## src/rtl/mc_control_unit.sv

```systemverilog
// Multicycle MIPS control FSM: sequences fetch/decode/execute/memory/writeback,
// drives datapath enables and mux selects, traps illegal opcodes and memory timeouts.
module mc_control_unit #(
    parameter int TIMEOUT = 16,
    parameter int CNT_W   = 32
) (
    input  logic             clk,
    input  logic             rst,
    input  logic [5:0]       opcode,
    input  logic             zero,
    input  logic             mem_ready,
    output logic             iord,
    output logic             mem_read,
    output logic             mem_write,
    output logic             ir_write,
    output logic             pc_write,
    output logic [1:0]       pc_source,
    output logic             alu_src_a,
    output logic [1:0]       alu_src_b,
    output logic [1:0]       alu_op,
    output logic             reg_dst,
    output logic             mem_to_reg,
    output logic             reg_write,
    output logic             instr_done,
    output logic [CNT_W-1:0] retired,
    output logic             illegal,
    output logic             fault,
    output logic [3:0]       state
);

    typedef enum logic [3:0] {
        S_FETCH  = 4'd0,  S_DECODE = 4'd1,  S_MEMADR = 4'd2,  S_MEMRD = 4'd3,
        S_MEMWB  = 4'd4,  S_MEMWR  = 4'd5,  S_RTYPE  = 4'd6,  S_ALUWB = 4'd7,
        S_BRANCH = 4'd8,  S_ADDI   = 4'd9,  S_ADDIWB = 4'd10, S_JUMP  = 4'd11,
        S_TRAP   = 4'd12
    } state_t;

    localparam logic [5:0] OP_RTYPE = 6'b000000;
    localparam logic [5:0] OP_J     = 6'b000010;
    localparam logic [5:0] OP_BEQ   = 6'b000100;
    localparam logic [5:0] OP_BNE   = 6'b000101;
    localparam logic [5:0] OP_ADDI  = 6'b001000;
    localparam logic [5:0] OP_LW    = 6'b100011;
    localparam logic [5:0] OP_SW    = 6'b101011;

    localparam int              WAIT_W    = (TIMEOUT > 1) ? $clog2(TIMEOUT + 1) : 1;
    localparam logic [WAIT_W-1:0] TIMEOUT_L = WAIT_W'(TIMEOUT);
    localparam logic            TO_EN     = (TIMEOUT != 0);

    state_t              state_r, state_next_s;
    logic [WAIT_W-1:0]   wait_cnt_r, wait_cnt_next_s;
    logic [CNT_W-1:0]    retired_r;
    logic                illegal_r, fault_r, is_bne_r;
    logic                set_illegal_s, set_fault_s, waiting_s, timeout_s;

    // The cycle being decided is the TIMEOUT-th consecutive wait cycle.
    assign timeout_s       = TO_EN && ((wait_cnt_r + WAIT_W'(1'b1)) == TIMEOUT_L);
    assign wait_cnt_next_s = waiting_s ? (wait_cnt_r + WAIT_W'(1'b1)) : WAIT_W'(1'b0);

    // Next-state and datapath control decode.
    always_comb begin
        state_next_s  = state_r;
        set_illegal_s = 1'b0;
        set_fault_s   = 1'b0;
        waiting_s     = 1'b0;
        iord          = 1'b0;
        mem_read      = 1'b0;
        mem_write     = 1'b0;
        ir_write      = 1'b0;
        pc_write      = 1'b0;
        pc_source     = 2'b00;
        alu_src_a     = 1'b0;
        alu_src_b     = 2'b00;
        alu_op        = 2'b00;
        reg_dst       = 1'b0;
        mem_to_reg    = 1'b0;
        reg_write     = 1'b0;
        instr_done    = 1'b0;
        case (state_r)
            S_FETCH: begin
                mem_read  = 1'b1;
                alu_src_b = 2'b01;
                ir_write  = mem_ready;
                pc_write  = mem_ready;
                if (mem_ready) begin
                    state_next_s = S_DECODE;
                end else if (timeout_s) begin
                    state_next_s = S_TRAP;
                    set_fault_s  = 1'b1;
                end else begin
                    waiting_s = 1'b1;
                end
            end
            S_DECODE: begin
                alu_src_b = 2'b11;
                case (opcode)
                    OP_LW, OP_SW:   state_next_s = S_MEMADR;
                    OP_RTYPE:       state_next_s = S_RTYPE;
                    OP_ADDI:        state_next_s = S_ADDI;
                    OP_BEQ, OP_BNE: state_next_s = S_BRANCH;
                    OP_J:           state_next_s = S_JUMP;
                    default: begin
                        state_next_s  = S_TRAP;
                        set_illegal_s = 1'b1;
                    end
                endcase
            end
            S_MEMADR: begin
                alu_src_a = 1'b1;
                alu_src_b = 2'b10;
                if (opcode == OP_SW) begin
                    state_next_s = S_MEMWR;
                end else begin
                    state_next_s = S_MEMRD;
                end
            end
            S_MEMRD: begin
                mem_read = 1'b1;
                iord     = 1'b1;
                if (mem_ready) begin
                    state_next_s = S_MEMWB;
                end else if (timeout_s) begin
                    state_next_s = S_TRAP;
                    set_fault_s  = 1'b1;
                end else begin
                    waiting_s = 1'b1;
                end
            end
            S_MEMWB: begin
                reg_write    = 1'b1;
                mem_to_reg   = 1'b1;
                instr_done   = 1'b1;
                state_next_s = S_FETCH;
            end
            S_MEMWR: begin
                mem_write = 1'b1;
                iord      = 1'b1;
                if (mem_ready) begin
                    instr_done   = 1'b1;
                    state_next_s = S_FETCH;
                end else if (timeout_s) begin
                    state_next_s = S_TRAP;
                    set_fault_s  = 1'b1;
                end else begin
                    waiting_s = 1'b1;
                end
            end
            S_RTYPE: begin
                alu_src_a    = 1'b1;
                alu_op       = 2'b10;
                state_next_s = S_ALUWB;
            end
            S_ALUWB: begin
                reg_write    = 1'b1;
                reg_dst      = 1'b1;
                instr_done   = 1'b1;
                state_next_s = S_FETCH;
            end
            S_ADDI: begin
                alu_src_a    = 1'b1;
                alu_src_b    = 2'b10;
                state_next_s = S_ADDIWB;
            end
            S_ADDIWB: begin
                reg_write    = 1'b1;
                instr_done   = 1'b1;
                state_next_s = S_FETCH;
            end
            S_BRANCH: begin
                alu_src_a    = 1'b1;
                alu_op       = 2'b01;
                pc_source    = 2'b01;
                pc_write     = is_bne_r ? ~zero : zero;
                instr_done   = 1'b1;
                state_next_s = S_FETCH;
            end
            S_JUMP: begin
                pc_source    = 2'b10;
                pc_write     = 1'b1;
                instr_done   = 1'b1;
                state_next_s = S_FETCH;
            end
            S_TRAP: begin
                state_next_s = S_TRAP;
            end
            default: begin
                // Unused encodings are treated as corruption and trapped.
                state_next_s = S_TRAP;
                set_fault_s  = 1'b1;
            end
        endcase
    end

    // State, wait counter, retire counter and sticky trap flags.
    always_ff @(posedge clk) begin
        if (rst) begin
            state_r    <= S_FETCH;
            wait_cnt_r <= WAIT_W'(1'b0);
            retired_r  <= CNT_W'(1'b0);
            illegal_r  <= 1'b0;
            fault_r    <= 1'b0;
            is_bne_r   <= 1'b0;
        end else begin
            state_r    <= state_next_s;
            wait_cnt_r <= wait_cnt_next_s;
            illegal_r  <= illegal_r | set_illegal_s;
            fault_r    <= fault_r | set_fault_s;
            if (instr_done) begin
                retired_r <= retired_r + CNT_W'(1'b1);
            end
            // Branch flavour is captured in DECODE so BRANCH ignores later opcode changes.
            if (state_r == S_DECODE) begin
                is_bne_r <= (opcode == OP_BNE);
            end
        end
    end

    assign retired = retired_r;
    assign illegal = illegal_r;
    assign fault   = fault_r;
    assign state   = state_r;

endmodule

```

## config.mk

```make
export PLATFORM = sky130hd
export DESIGN_NAME = mc_control_unit
export DESIGN_NICKNAME = d
export VERILOG_FILES = /design/src/rtl/mc_control_unit.sv
export SDC_FILE = /design/constraint.sdc
export NUM_CORES = 1
export LEC_CHECK = 0
export ABC_AREA = 1
export CAP_MARGIN = 25
export CORE_UTILIZATION = 40
export DETAILED_ROUTE_END_ITERATION = 8
export DONT_BUFFER_PORTS = 1
export GPL_TIMING_DRIVEN = 0
export MAX_ROUTING_LAYER = met4
export SYNTH_ARGS = -nofsm -noshare
export SYNTH_HDL_FRONTEND = slang
export SYNTH_SLANG_ARGS = --single-unit
```

## constraint.sdc

```tcl
create_clock -name clk -period 1.75 [get_ports clk]
set_clock_uncertainty 0.1 [all_clocks]
set_input_delay 0.2625 -clock clk [delete_from_list [all_inputs] [get_ports clk]]
set_output_delay 0.2625 -clock clk [all_outputs]
set_load 0.01 [all_outputs]
```

# Word level (Yosys, flattened, before mapping)

Index checks and enable logic that the tools add are counted.
Widths: inputs -> output; s select.

Flip-flop bits (word level): 44
Bits of input ports: 10
Output and inout port bits: 54
Word-level logic and storage cells: 75

$add $sub $neg: 2
Equality and inequality tests: 19
Muxes and demuxes: 30
Bitwise operators: 4
Reductions and logical operators: 14

Operators with widths:

| cell                  | number |
|---|---|
| $add 32x1->32 const B | 1 |
| $pmux 4 s8            | 1 |
| $eq 4x4->1 const B    | 5 |
| $pmux 4 s5            | 1 |
| $mux 1                | 17 |
| $eq 4x3->1 const B    | 4 |
| $mux 4                | 4 |
| $eq 6x3->1 const B    | 2 |
| $eq 6x6->1 const B    | 2 |
| $reduce_or 2->1       | 6 |
| $reduce_or 10->1      | 1 |
| $eq 4x2->1 const B    | 2 |
| $pmux 2 s2            | 2 |
| $reduce_or 7->1       | 1 |
| $eq 6x2->1 const B    | 1 |
| $eq 6x4->1 const B    | 1 |
| $logic_not 6->1       | 1 |
| $pmux 2 s3            | 1 |
| $reduce_or 3->1       | 2 |
| $add 5x1->5 const B   | 1 |
| $eq 5x5->1 const B    | 1 |
| $reduce_or 5->1       | 1 |
| $eq 4x1->1 const B    | 1 |
| $logic_not 4->1       | 1 |
| 6 further kinds       | 9 |

# Longest topological paths before layout

Gate-level depths: netlist (run 1).

Depth in word-level cells: 7
Mapped depth: 11
Depth with buffers taken out: 11

# Worst setup path before layout (run 1)

OpenSTA, ideal clock, no wires.

Kind: flip-flop to flip-flop
Start point: reg retired_r[0] (netlist: retired[0])
End point: reg retired_r[20] (netlist: retired[20])
Setup time: 128 ps
Data arrival time: 1471 ps
Data required time: 1522 ps
Slack: 52 ps
Stages on the path, launching flop included: 11
Path buffers: 0
Clock period less this slack: 1698 ps
Path through: dfxtp_1 -> ha_1 -> nand3_1 -> inv_1 -> nand2_1 -> nor2_2 -> nand2_1 -> nor2_1 -> nand3_1 -> nand2_1 -> nor2_1

Longest elaborated chain between the ends: 1

RTL lines:

| what                   | line | text |
|---|---|---|
| start, declared        | 52   | `logic [CNT_W-1:0] retired_r;` |
| start signal, assigned | 199  | `retired_r <= CNT_W'(1'b0);` |
| start signal, assigned | 209  | `retired_r <= retired_r + CNT_W'(1'b1);` |
| $add 32x1->32          | 209  |  |

No other way between the ends.
A chain may end at the register's enable or synchronous reset.

# Worst setup path after layout (run 1)

Start point: reg state_r[3] (netlist: state[3])
End point: out instr_done

Longest elaborated chain between the ends: 3
Elaborated cells between the ends (all ways): 8
Those cells by class: eq/ne: 6; mux: 1; reduce/logical: 1

RTL lines:

| what                                            | line | text |
|---|---|---|
| start, declared                                 | 50   | `state_t state_r, state_next_s;` |
| start signal, assigned                          | 204  | `state_r <= state_next_s;` |
| $eq 4x4->1 / $eq 4x3->1 (equally long branches) | 79   | `case (state_r)` |
| $reduce_or 5->1 (no line)                       | n/a  |  |
| $pmux 1 s2 *                                    | 79   |  |
| end, declared                                   | 24   | `output logic instr_done,` |

Every way passes the cells marked *; elsewhere a longest branch is shown, timed or not.

==> out/metrics.cfg, run 1 <==
[floorplanning]
fp.dieArea_mm2 = 0.00733
io_pins = 64
core_mm2 = 0.00676
die-height_um = 85.6
num_rows = 30
chipWidth_um = 85.6
start_util_pct = 41.4

[final_layout]
antenna_cells = 0
final_cell_mix = nand2_1 (156), nor2_1 (82), inv_1 (49), nand3_1 (32), a21oi_1 (30)
drive_gt1_share_pct = 17.5
layout.nets = 508
fin_cells = 576
syn_to_final_growth_pct = 19.4
layout_commonest_cell = nand2_1

[hold_path]
hold_class = primary input to flop
hold_depth = 2
min-delay-start = opcode[0]
holdPathEnd = is_bne_r

[clocking]
cts_made_buffers = 5
clock_latency_ns = 0.30
clock-root-buffer = clkbuf_8
cts.sinks = 44
clk_pin_slew_ns = 0.08
cts_buffer_depth = 2
cts_tree = built
cts_htree_levels = 2

[timing]
worst_slew_margin_rel_pct = 61.1
hold_violations = 0
setup_viol = 0
worstMarginPinSlew_ns = 0.583
period_needed_ns = 1.73
rsz0062_at_grt = true
drv_slew = 0
timing.final.crit_share_pct = 98.8
fmax_mhz = 578

[worst_setup_path]
r2r_setup_slack_ns = 0.08
cp_max_fo = 6
worstReg2RegEnd = retired[22]
rr_worst_depth = 12
critPathMaxStageDelay_ns = 0.43
path_buf_inv = 2
critPathTopFamily = simple AND/OR/NAND/NOR gates
critPathRequiredTime_ns = 1.39
endpoint_kind = output pin
crit_arrival_ns = 1.37
cpMaxStageDelayCell = dfxtp_4
r2r_start = state[3]
cp-start-kind = flop
criticalPathCategory = flop to output pin
path_cells = inv_4 -> nor2_4 -> nand2_2 -> nand2_2 -> nor2_4 -> nand2_4 -> buf_8

[detailed_routing]
vias_per_cell = 5.16
wl_per_cell_um = 13.6
vias = 2971
first_pass_iters = 5
ant_nets = 0
drt_wl_total_mm = 7.84
route.detailed.drc = 0
drtIter0Drc = 110

[yosys]
synthArstFlopShare_pct = 0
synth-seq-cells = 44
ys_types = 28
synth_warnings = 0
synthTopCellsByArea = dfxtp_1 (31%), nand2_1 (22%), nor2_1 (13%)
ys_seq_area_share_pct = 31.5
synth_edf_count = 0
synth_area_leader_cell = dfxtp_1
synth-main-ff-cell = dfxtp_1
netlist_area_mm2 = 0.00280
syn_area_per_cell_um2 = 5.87
netlist_instances = 476
yosysTopAreaCellShare_pct = 31.5
synth_nets = 489

[power]
p_clk_share_pct = 30.2
internal-power_w = 0.00174
switching_power_w = 0.000822
swShare_pct = 32.1
power_w = 0.00256
combPwrFrac_pct = 26.1
p_leak_nw = 1.35
vdd_drop_max_uv = 437
seq_power_share_pct = 43.7
p_per_area_mw_per_mm2 = 768

[run_status]
outcome = finished, final reports clean

[global_route]
grt_pass1_wl_mm = 12.4
grt_pass1_vias = 2572
antenna_found_initial = 0
overflow = 0
grt_start_max_net_pins = 14
grt_usage_pct = 22.0

[placement]
io_buffers = 0
gp_congestion = 0.898
dpl.cell_count = 556
post-dp-hpwl_mm = 5.72

[run]
cap_violations = 0

## worst max-delay path by stage
stage	startpoint	to	slack [ns]	depth (start not counted)
after global placement	retired[0]	retired[20]	-0.33	10
after floorplan	retired[0]	retired[20]	0.05	10
after CTS	state[3]	instr_done	-0.007	7
after global routing	state[2]	instr_done	-0.04	7
final	state[3]	instr_done	0.02	7
after detailed placement	retired[0]	retired[20]	-0.32	10
## registers in the layout (all words and copies together) (netlist names)
name and cells:
fault 1, illegal 1, is_bne_r 1, retired 32, state 4, wait_cnt_r 5
## synth_stat cells (2+ instances only)
cell type and count:
nand2_1 161, nor2_1 95, inv_1 50, dfxtp_1 44
nand3_1 33, a21oi_1 31, nand3b_1 9, nand4_1 6
buf_4 5, nor2_2 5, o21ai_0 5, inv_2 4
xor2_1 4, clkbuf_1 3, ha_1 3, nand3_2 3
xnor2_1 3, o211ai_1 2
## power by group through the flow
stage	sequential [W]	combinational, W	clock [W]
finish	0.00112	0.000669	0.000775
global route	0.00113	0.000732	0.000841
CTS	0.00111	0.000591	0.000812
detailed placement	0.00112	0.000496	0
global placement	0.00112	0.000495	0
floorplan	0.00111	0.000387	0
## through the flow
stage | util, % | setup slack, ns | hold WS (ns) | setup TNS, ns | cell area, um^2
2_1_floorplan | - | 0.0517 | 0.232 | 0 | 2800
3_3_place_gp | 42.9 | -0.329 | 0.233 | -3.40 | 2900
3_5_place_dp | 42.9 | -0.316 | 0.237 | -3.75 | 2900
4_1_cts | 46.5 | -0.00680 | 0.0111 | -0.0132 | 3140
5_1_grt | 49.4 | -0.0390 | 0.0141 | -0.0934 | 3340
6_report | 49.4 | 0.0202 | 0.0270 | 0 | 3340
## cell type report
| class | instances | area (um^2) |
|---|---|---|
| well taps | 80 | 100 |
| inverters | 55 | 209 |
| fillers | 738 | 3420 |
| multi-input cells | 368 | 1790 |
| repair buffers | 12 | 121 |
| plain buffers | 9 | 86.3 |
| clock inverters | 2 | 35.0 |
| clock buffers | 6 | 72.6 |
| flip-flops and latches | 44 | 927 |
## logic make-up (layout without fill, tap and decap cells)
kind of cell               Yosys count  in the layout  synth area share [%]
buffers and inverters               64             84                  9.53
xor gates and xnor gates             7              7                  2.19
and+or+nand+nor                    319            319                  48.3
AOI/OAI and AO/OA                   39             39                  7.16
adders and majority gates            3              3                  1.34
DFF                                 44             44                  31.5
## repair_timing
action	CTS	global route
hold endpoints to repair	1	0
setup buffers	3	6
gates cloned	1	1
endpoints found under the setup margin	44	39
pin swaps	6	6
hold buffers	1	0
gates resized for setup	32	48
## metal layers
layer / routed length [um] / GRT usage [%] / part of all wire (%) / up-vias
li1: - / - / - / 1527
met1: 3710 / 28.6 / 47 / 1371
met2: 3600 / 34.5 / 46 / 69
met3: 459 / 4.81 / 5.9 / 4
met4: 74 / 6.06 / 0.94 / 0
met5: 0 / - / 0 / -
No activity file was read; power rests on OpenSTA's default activity.
==> run 2: changes to the inputs <==
--- a/config.mk
+++ b/config.mk
@@ -7,11 +7,14 @@
 export LEC_CHECK = 0
 export ABC_AREA = 1
 export CAP_MARGIN = 25
+export CELL_PAD_IN_SITES_DETAIL_PLACEMENT = 0
+export CELL_PAD_IN_SITES_GLOBAL_PLACEMENT = 1
 export CORE_UTILIZATION = 40
 export DETAILED_ROUTE_END_ITERATION = 8
 export DONT_BUFFER_PORTS = 1
 export GPL_TIMING_DRIVEN = 0
 export MAX_ROUTING_LAYER = met4
+export PLACE_DENSITY_LB_ADDON = 0.1
 export SYNTH_ARGS = -nofsm -noshare
 export SYNTH_HDL_FRONTEND = slang
 export SYNTH_SLANG_ARGS = --single-unit
==> out/metrics.cfg, run 2 (synthesis gave the netlist of run 1 again) <==
[final_layout]
largest_reg_flops = 32  ; unchanged
layout_commonest_cell = nand2_1  ; unchanged
final_cell_mix = nand2_1 (155), nor2_1 (80), inv_1 (47), nand3_1 (32), a21oi_1 (29)  ; was nand2_1 (156), nor2_1 (82), inv_1 (49), nand3_1 (32), a21oi_1 (30)
syn_to_final_growth_pct = 19.0  ; was 19.4%
drive_gt1_share_pct = 18.6  ; was 17.5%
fin_area_mm2 = 0.00333  ; was 0.00334 mm^2
antenna_cells = 0  ; unchanged
layout.nets = 506  ; was 508

[placement]
placedInstanceArea_mm2 = 0.00290  ; unchanged
io_buffers = 0  ; unchanged
gp_congestion = 0.859  ; was 0.898
post-dp-hpwl_mm = 5.88  ; was 5.72 mm

[clocking]
cts_htree_levels = 2  ; unchanged
cts.sinks = 44  ; unchanged
cts_tree = built  ; unchanged
cts_buffer_depth = 2  ; unchanged
clock-root-buffer = clkbuf_8  ; unchanged
cts_made_buffers = 5  ; unchanged
clk_pin_slew_ns = 0.08  ; about the same
clock_latency_ns = 0.30  ; about the same

[timing]
period_needed_ns = 1.69  ; was 1.73 ns
hold_violations = 0  ; unchanged
timing.final.crit_share_pct = 96.6  ; was 98.8%
setup_viol = 0  ; unchanged
rsz0062_at_grt = true  ; unchanged
fin_hold_ws_ns = 0.0169  ; was 0.0270 ns
drv_slew = 0  ; unchanged
worstMarginPinSlew_ns = 0.616  ; was 0.583 ns
worst_slew_margin_rel_pct = 58.9  ; was 61.1%
fmax_mhz = 591  ; was 578 MHz

[worst_setup_path]
r2r_setup_slack_ns = 0.09  ; was 0.08 ns
rr_worst_depth = 12  ; unchanged
critPathRequiredTime_ns = 1.39  ; about the same
criticalPathCategory = flop to output pin  ; unchanged
endpoint_kind = output pin  ; unchanged
cp_max_fo = 6  ; unchanged
r2r_start = state[3]  ; unchanged
worstReg2RegEnd = retired[27]  ; was retired[22]
crit_end = instr_done  ; unchanged
crit_start = state[3]  ; unchanged
crit_arrival_ns = 1.33  ; was 1.37 ns
cp-start-kind = flop  ; unchanged

[detailed_routing]
highest_layer = met4  ; unchanged
met1Wirelength_mm = 3.63  ; was 3.71 mm
wl_met3_um = 442  ; was 459 um
first_pass_iters = 5  ; unchanged
vias = 2935  ; was 2971
vias_per_cell = 5.11  ; was 5.16
ant_nets = 0  ; unchanged
drtIter0Drc = 169  ; was 110
route.detailed.drc = 0  ; unchanged
met2_length_mm = 3.53  ; was 3.60 mm
drt_wl_total_mm = 7.74  ; was 7.84 mm
wl_per_cell_um = 13.5  ; was 13.6 um

[run]
cap_violations = 0  ; unchanged

[global_route]
overflow = 0  ; unchanged
grt_pass1_wl_mm = 12.5  ; was 12.4 mm
grt_usage_pct = 22.2  ; was 22.0%
antenna_found_initial = 0  ; unchanged
grt_pass1_vias = 2554  ; was 2572
grt_start_max_net_pins = 14  ; unchanged

[run_status]
outcome = finished, final reports clean  ; unchanged

[power]
combPwrFrac_pct = 24.3  ; was 26.1%
switching_power_w = 0.000815  ; was 0.000822 W
p_clk_share_pct = 32.9  ; was 30.2%
vdd_drop_max_uv = 320  ; was 437 uV
swShare_pct = 31.2  ; was 32.1%
p_leak_nw = 1.35  ; about the same
internal-power_w = 0.00179  ; was 0.00174 W
seq_power_share_pct = 42.8  ; was 43.7%
p_per_area_mw_per_mm2 = 784  ; was 768 mW/mm^2

[hold_path]
hold_class = primary input to flop  ; unchanged
hold_depth = 2  ; unchanged

[floorplanning]
start_util_pct = 41.4  ; unchanged
io_pins = 64  ; unchanged
num_rows = 30  ; unchanged
chipWidth_um = 85.6  ; unchanged
core_mm2 = 0.00676  ; unchanged
fp.dieArea_mm2 = 0.00733  ; unchanged
die-height_um = 85.6  ; unchanged

-- run 2: routing by layer --
layer / track usage (%) / up-vias
li1: - / 1520
met1: 29.5 / 1322
met2: 33.8 / 80
met3: 5.00 / 13
met4: 6.21 / 0
met5: - / -
-- run 2: power by group through the flow --
stage                     clock network (W)  logic, W  registers [W]
after CTS                          0.000879  0.000596        0.00111
after floorplan                           0  0.000387        0.00111
after global routing               0.000911  0.000688        0.00112
after detailed placement                  0  0.000505        0.00112
final                              0.000859  0.000633        0.00112
after global placement                    0  0.000503        0.00112
-- run 2: area by class of cell --
class | count | area [um^2]
Fill cell | 746 | 3430
Multi-Input combinational cell | 368 | 1780
Sequential cell | 44 | 928
Inverter | 55 | 211
Timing Repair Buffer | 10 | 103
Tap cell | 80 | 100
Clock buffer | 7 | 96.3
Buffer | 9 | 78.8
Clock inverter | 1 | 30.0
-- run 2: critical path, stage by stage (launching register included) --
cell and delay (ns):
dfxtp_4 0.41, inv_4 0.06, nor2_4 0.14, inv_2 0.05, nor2_1 0.11, nor2_2 0.07
nand2_4 0.08, buf_8 0.12
-- run 2: timing repair --
item,4_1_cts,5_1_grt
gates resized for setup,31,48
gates cloned,1,0
endpoints found under the hold margin,1,0
pin swaps,5,13
setup buffers,2,6
setup endpoints to repair,36,33
hold buffers,1,0
-- run 2: worst min-delay path by stage --
stage | start | endpoint | slack [ns]
after floorplan | rst | retired[8] | 0.23
after global placement | rst | retired[8] | 0.23
after detailed placement | rst | retired[8] | 0.24
after CTS | opcode[0] | is_bne_r | 0.004
after global routing | opcode[0] | is_bne_r | 0.02
final | opcode[0] | is_bne_r | 0.02
-- run 2: stage by stage --
step           total power, W  TNS, ns  util (%)  setup slack, ns  cells
2_1_floorplan         0.00149        0         -           0.0517    476
3_3_place_gp          0.00162    -2.85      42.9           -0.322    556
5_1_grt               0.00272  -0.0540      49.2          -0.0124    574
6_report              0.00261        0      49.2           0.0586    574
4_1_cts               0.00258  -0.0163      46.7          -0.0163    568
3_5_place_dp          0.00163    -3.18      42.9           -0.334    556
==> run 3: changes to the inputs <==
--- a/config.mk
+++ b/config.mk
@@ -10,10 +10,10 @@
 export CELL_PAD_IN_SITES_DETAIL_PLACEMENT = 0
 export CELL_PAD_IN_SITES_GLOBAL_PLACEMENT = 1
 export CORE_UTILIZATION = 40
+export CTS_BUF_LIST = sky130_fd_sc_hd__clkbuf_8
 export DETAILED_ROUTE_END_ITERATION = 8
 export DONT_BUFFER_PORTS = 1
 export GPL_TIMING_DRIVEN = 0
-export MAX_ROUTING_LAYER = met4
 export PLACE_DENSITY_LB_ADDON = 0.1
 export SYNTH_ARGS = -nofsm -noshare
 export SYNTH_HDL_FRONTEND = slang
==> out/metrics.cfg, run 3 (synthesis gave the netlist of run 1 again) <==
[run_status]
outcome = finished, final reports clean  ; unchanged

[detailed_routing]
vias_per_cell = 5.07  ; was 5.11
wl_per_cell_um = 13.5  ; about the same
ant_nets = 0  ; unchanged
drt_wl_total_mm = 7.73  ; was 7.74 mm
drtIter0Drc = 178  ; was 169
first_pass_iters = 6  ; was 5
vias = 2910  ; was 2935
route.detailed.drc = 0  ; unchanged

[global_route]
grt_pass1_vias = 2557  ; was 2554
antenna_found_initial = 0  ; unchanged
grt_usage_pct = 21.5  ; was 22.2%
grt_start_max_net_pins = 14  ; unchanged
grt_pass1_wl_mm = 12.5  ; about the same
overflow = 0  ; unchanged

[timing]
setup_viol = 0  ; unchanged
rsz0062_at_grt = true  ; unchanged
fmax_mhz = 593  ; was 591 MHz
timing.final.crit_share_pct = 96.3  ; was 96.6%
drv_slew = 0  ; unchanged
hold_violations = 0  ; unchanged
period_needed_ns = 1.69  ; about the same
fin_tns_setup_ns = 0  ; unchanged
worst_slew_margin_rel_pct = 58.6  ; was 58.9%
worstMarginPinSlew_ns = 0.621  ; was 0.616 ns

[final_layout]
multiInputGateArea_mm2 = 0.00178  ; unchanged
syn_to_final_growth_pct = 19.0  ; unchanged
drive_gt1_share_pct = 18.6  ; unchanged
ff_latch_area_um2 = 928  ; unchanged
largest_reg_flops = 32  ; unchanged
final_cell_mix = nand2_1 (155), nor2_1 (80), inv_1 (47), nand3_1 (32), a21oi_1 (29)  ; unchanged
layout_commonest_cell = nand2_1  ; unchanged
n_fill_cell = 746  ; unchanged
fin_util_pct = 49.2  ; unchanged
antenna_cells = 0  ; unchanged
layout.nets = 506  ; unchanged

[worst_setup_path]
criticalPathCategory = flop to output pin  ; unchanged
critPathMaxStageDelay_ns = 0.41  ; about the same
cp_max_fo = 6  ; unchanged
cpMaxStageDelayCell = dfxtp_4  ; unchanged
endpoint_kind = output pin  ; unchanged
crit_arrival_ns = 1.32  ; was 1.33 ns
critPathRequiredTime_ns = 1.39  ; about the same
r2r_setup_slack_ns = 0.10  ; was 0.09 ns
rr_worst_depth = 12  ; unchanged
path_cells = inv_4 -> nor2_4 -> inv_2 -> nor2_1 -> nor2_2 -> nand2_4 -> buf_8  ; unchanged
cp-start-kind = flop  ; unchanged

[clocking]
cts.sinks = 44  ; unchanged
cts_htree_levels = 2  ; unchanged
cts_made_buffers = 5  ; unchanged
cts_tree = built  ; unchanged
clock_latency_ns = 0.30  ; about the same
clk_pin_slew_ns = 0.08  ; about the same
clock-root-buffer = clkbuf_8  ; unchanged
cts_buffer_depth = 2  ; unchanged

[floorplanning]
start_util_pct = 41.4  ; unchanged
chipWidth_um = 85.6  ; unchanged
core_mm2 = 0.00676  ; unchanged
io_pins = 64  ; unchanged
num_rows = 30  ; unchanged
fp.dieArea_mm2 = 0.00733  ; unchanged
die-height_um = 85.6  ; unchanged

[power]
p_per_area_mw_per_mm2 = 783  ; was 784 mW/mm^2
vdd_drop_max_uv = 320  ; about the same
p_leak_nw = 1.35  ; unchanged

[placement]
gp_congestion = 0.846  ; was 0.859
io_buffers = 0  ; unchanged
post-dp-hpwl_mm = 5.88  ; unchanged

[run]
cap_violations = 0  ; unchanged

[hold_path]
hold_depth = 2  ; unchanged
hold_class = primary input to flop  ; unchanged

## run 3: critical path, delay by kind of cell, from the launching register on
family                 cells  cell delay, ns
AND/OR/NAND/NOR            4            0.40
flip-flops                 1            0.41
buffers and inverters      3            0.23
## run 3: metrics by stage
| step | setup slack (ns) | instance area, um^2 | instances | power, W | hold WS, ns |
|---|---|---|---|---|---|
| floorplan | 0.0517 | 2800 | 476 | 0.00149 | 0.232 |
| global placement | -0.322 | 2900 | 556 | 0.00162 | 0.233 |
| detailed placement | -0.334 | 2900 | 556 | 0.00163 | 0.237 |
| CTS | -0.0163 | 3160 | 568 | 0.00258 | 0.00369 |
| global route | -0.0124 | 3330 | 574 | 0.00272 | 0.0248 |
| finish | 0.0640 | 3330 | 574 | 0.00261 | 0.0182 |
## run 3: final cells by class
class,count,area share (%)
clock inverter,1,0.903
sequential,44,27.9
buffer,9,2.37
tap,80,3.01
inverter,55,6.36
multi-input combinational,368,53.5
timing repair buffer,10,3.08
clock buffer,7,2.90
## run 3: where the power goes
part / leakage, nW / switching (W) / internal, W
sequential: 0.369 / 0.0000760 / 0.00104
clock: 0.0645 / 0.000352 / 0.000504
combinational: 0.913 / 0.000384 / 0.000249
## run 3: per-layer routing
| metal | share of wire, % | GRT usage, % |
|---|---|---|
| met1 | 47 | 29.3 |
| met2 | 46 | 33.8 |
| met3 | 5.4 | 5.20 |
| met4 | 1.8 | 6.21 |
| met5 | 0 | 0 |
## run 3: path summary, 6_finish.rpt
kind	start	endpoint
worst max-delay path	state[3]	instr_done
worst min-delay path	opcode[0]	is_bne_r
worst max register to register	state[3]	retired[27]
worst min register to register	wait_cnt_r[0]	wait_cnt_r[0]
## run 3: repair_timing
action                                  CTS  global route
endpoints found under the setup margin   36            33
endpoints found under the hold margin     1             0
buffers inserted                          2             6
pin swaps                                 5            13
gates resized for setup                  31            48
gates cloned                              1             0
hold buffers                              1             0
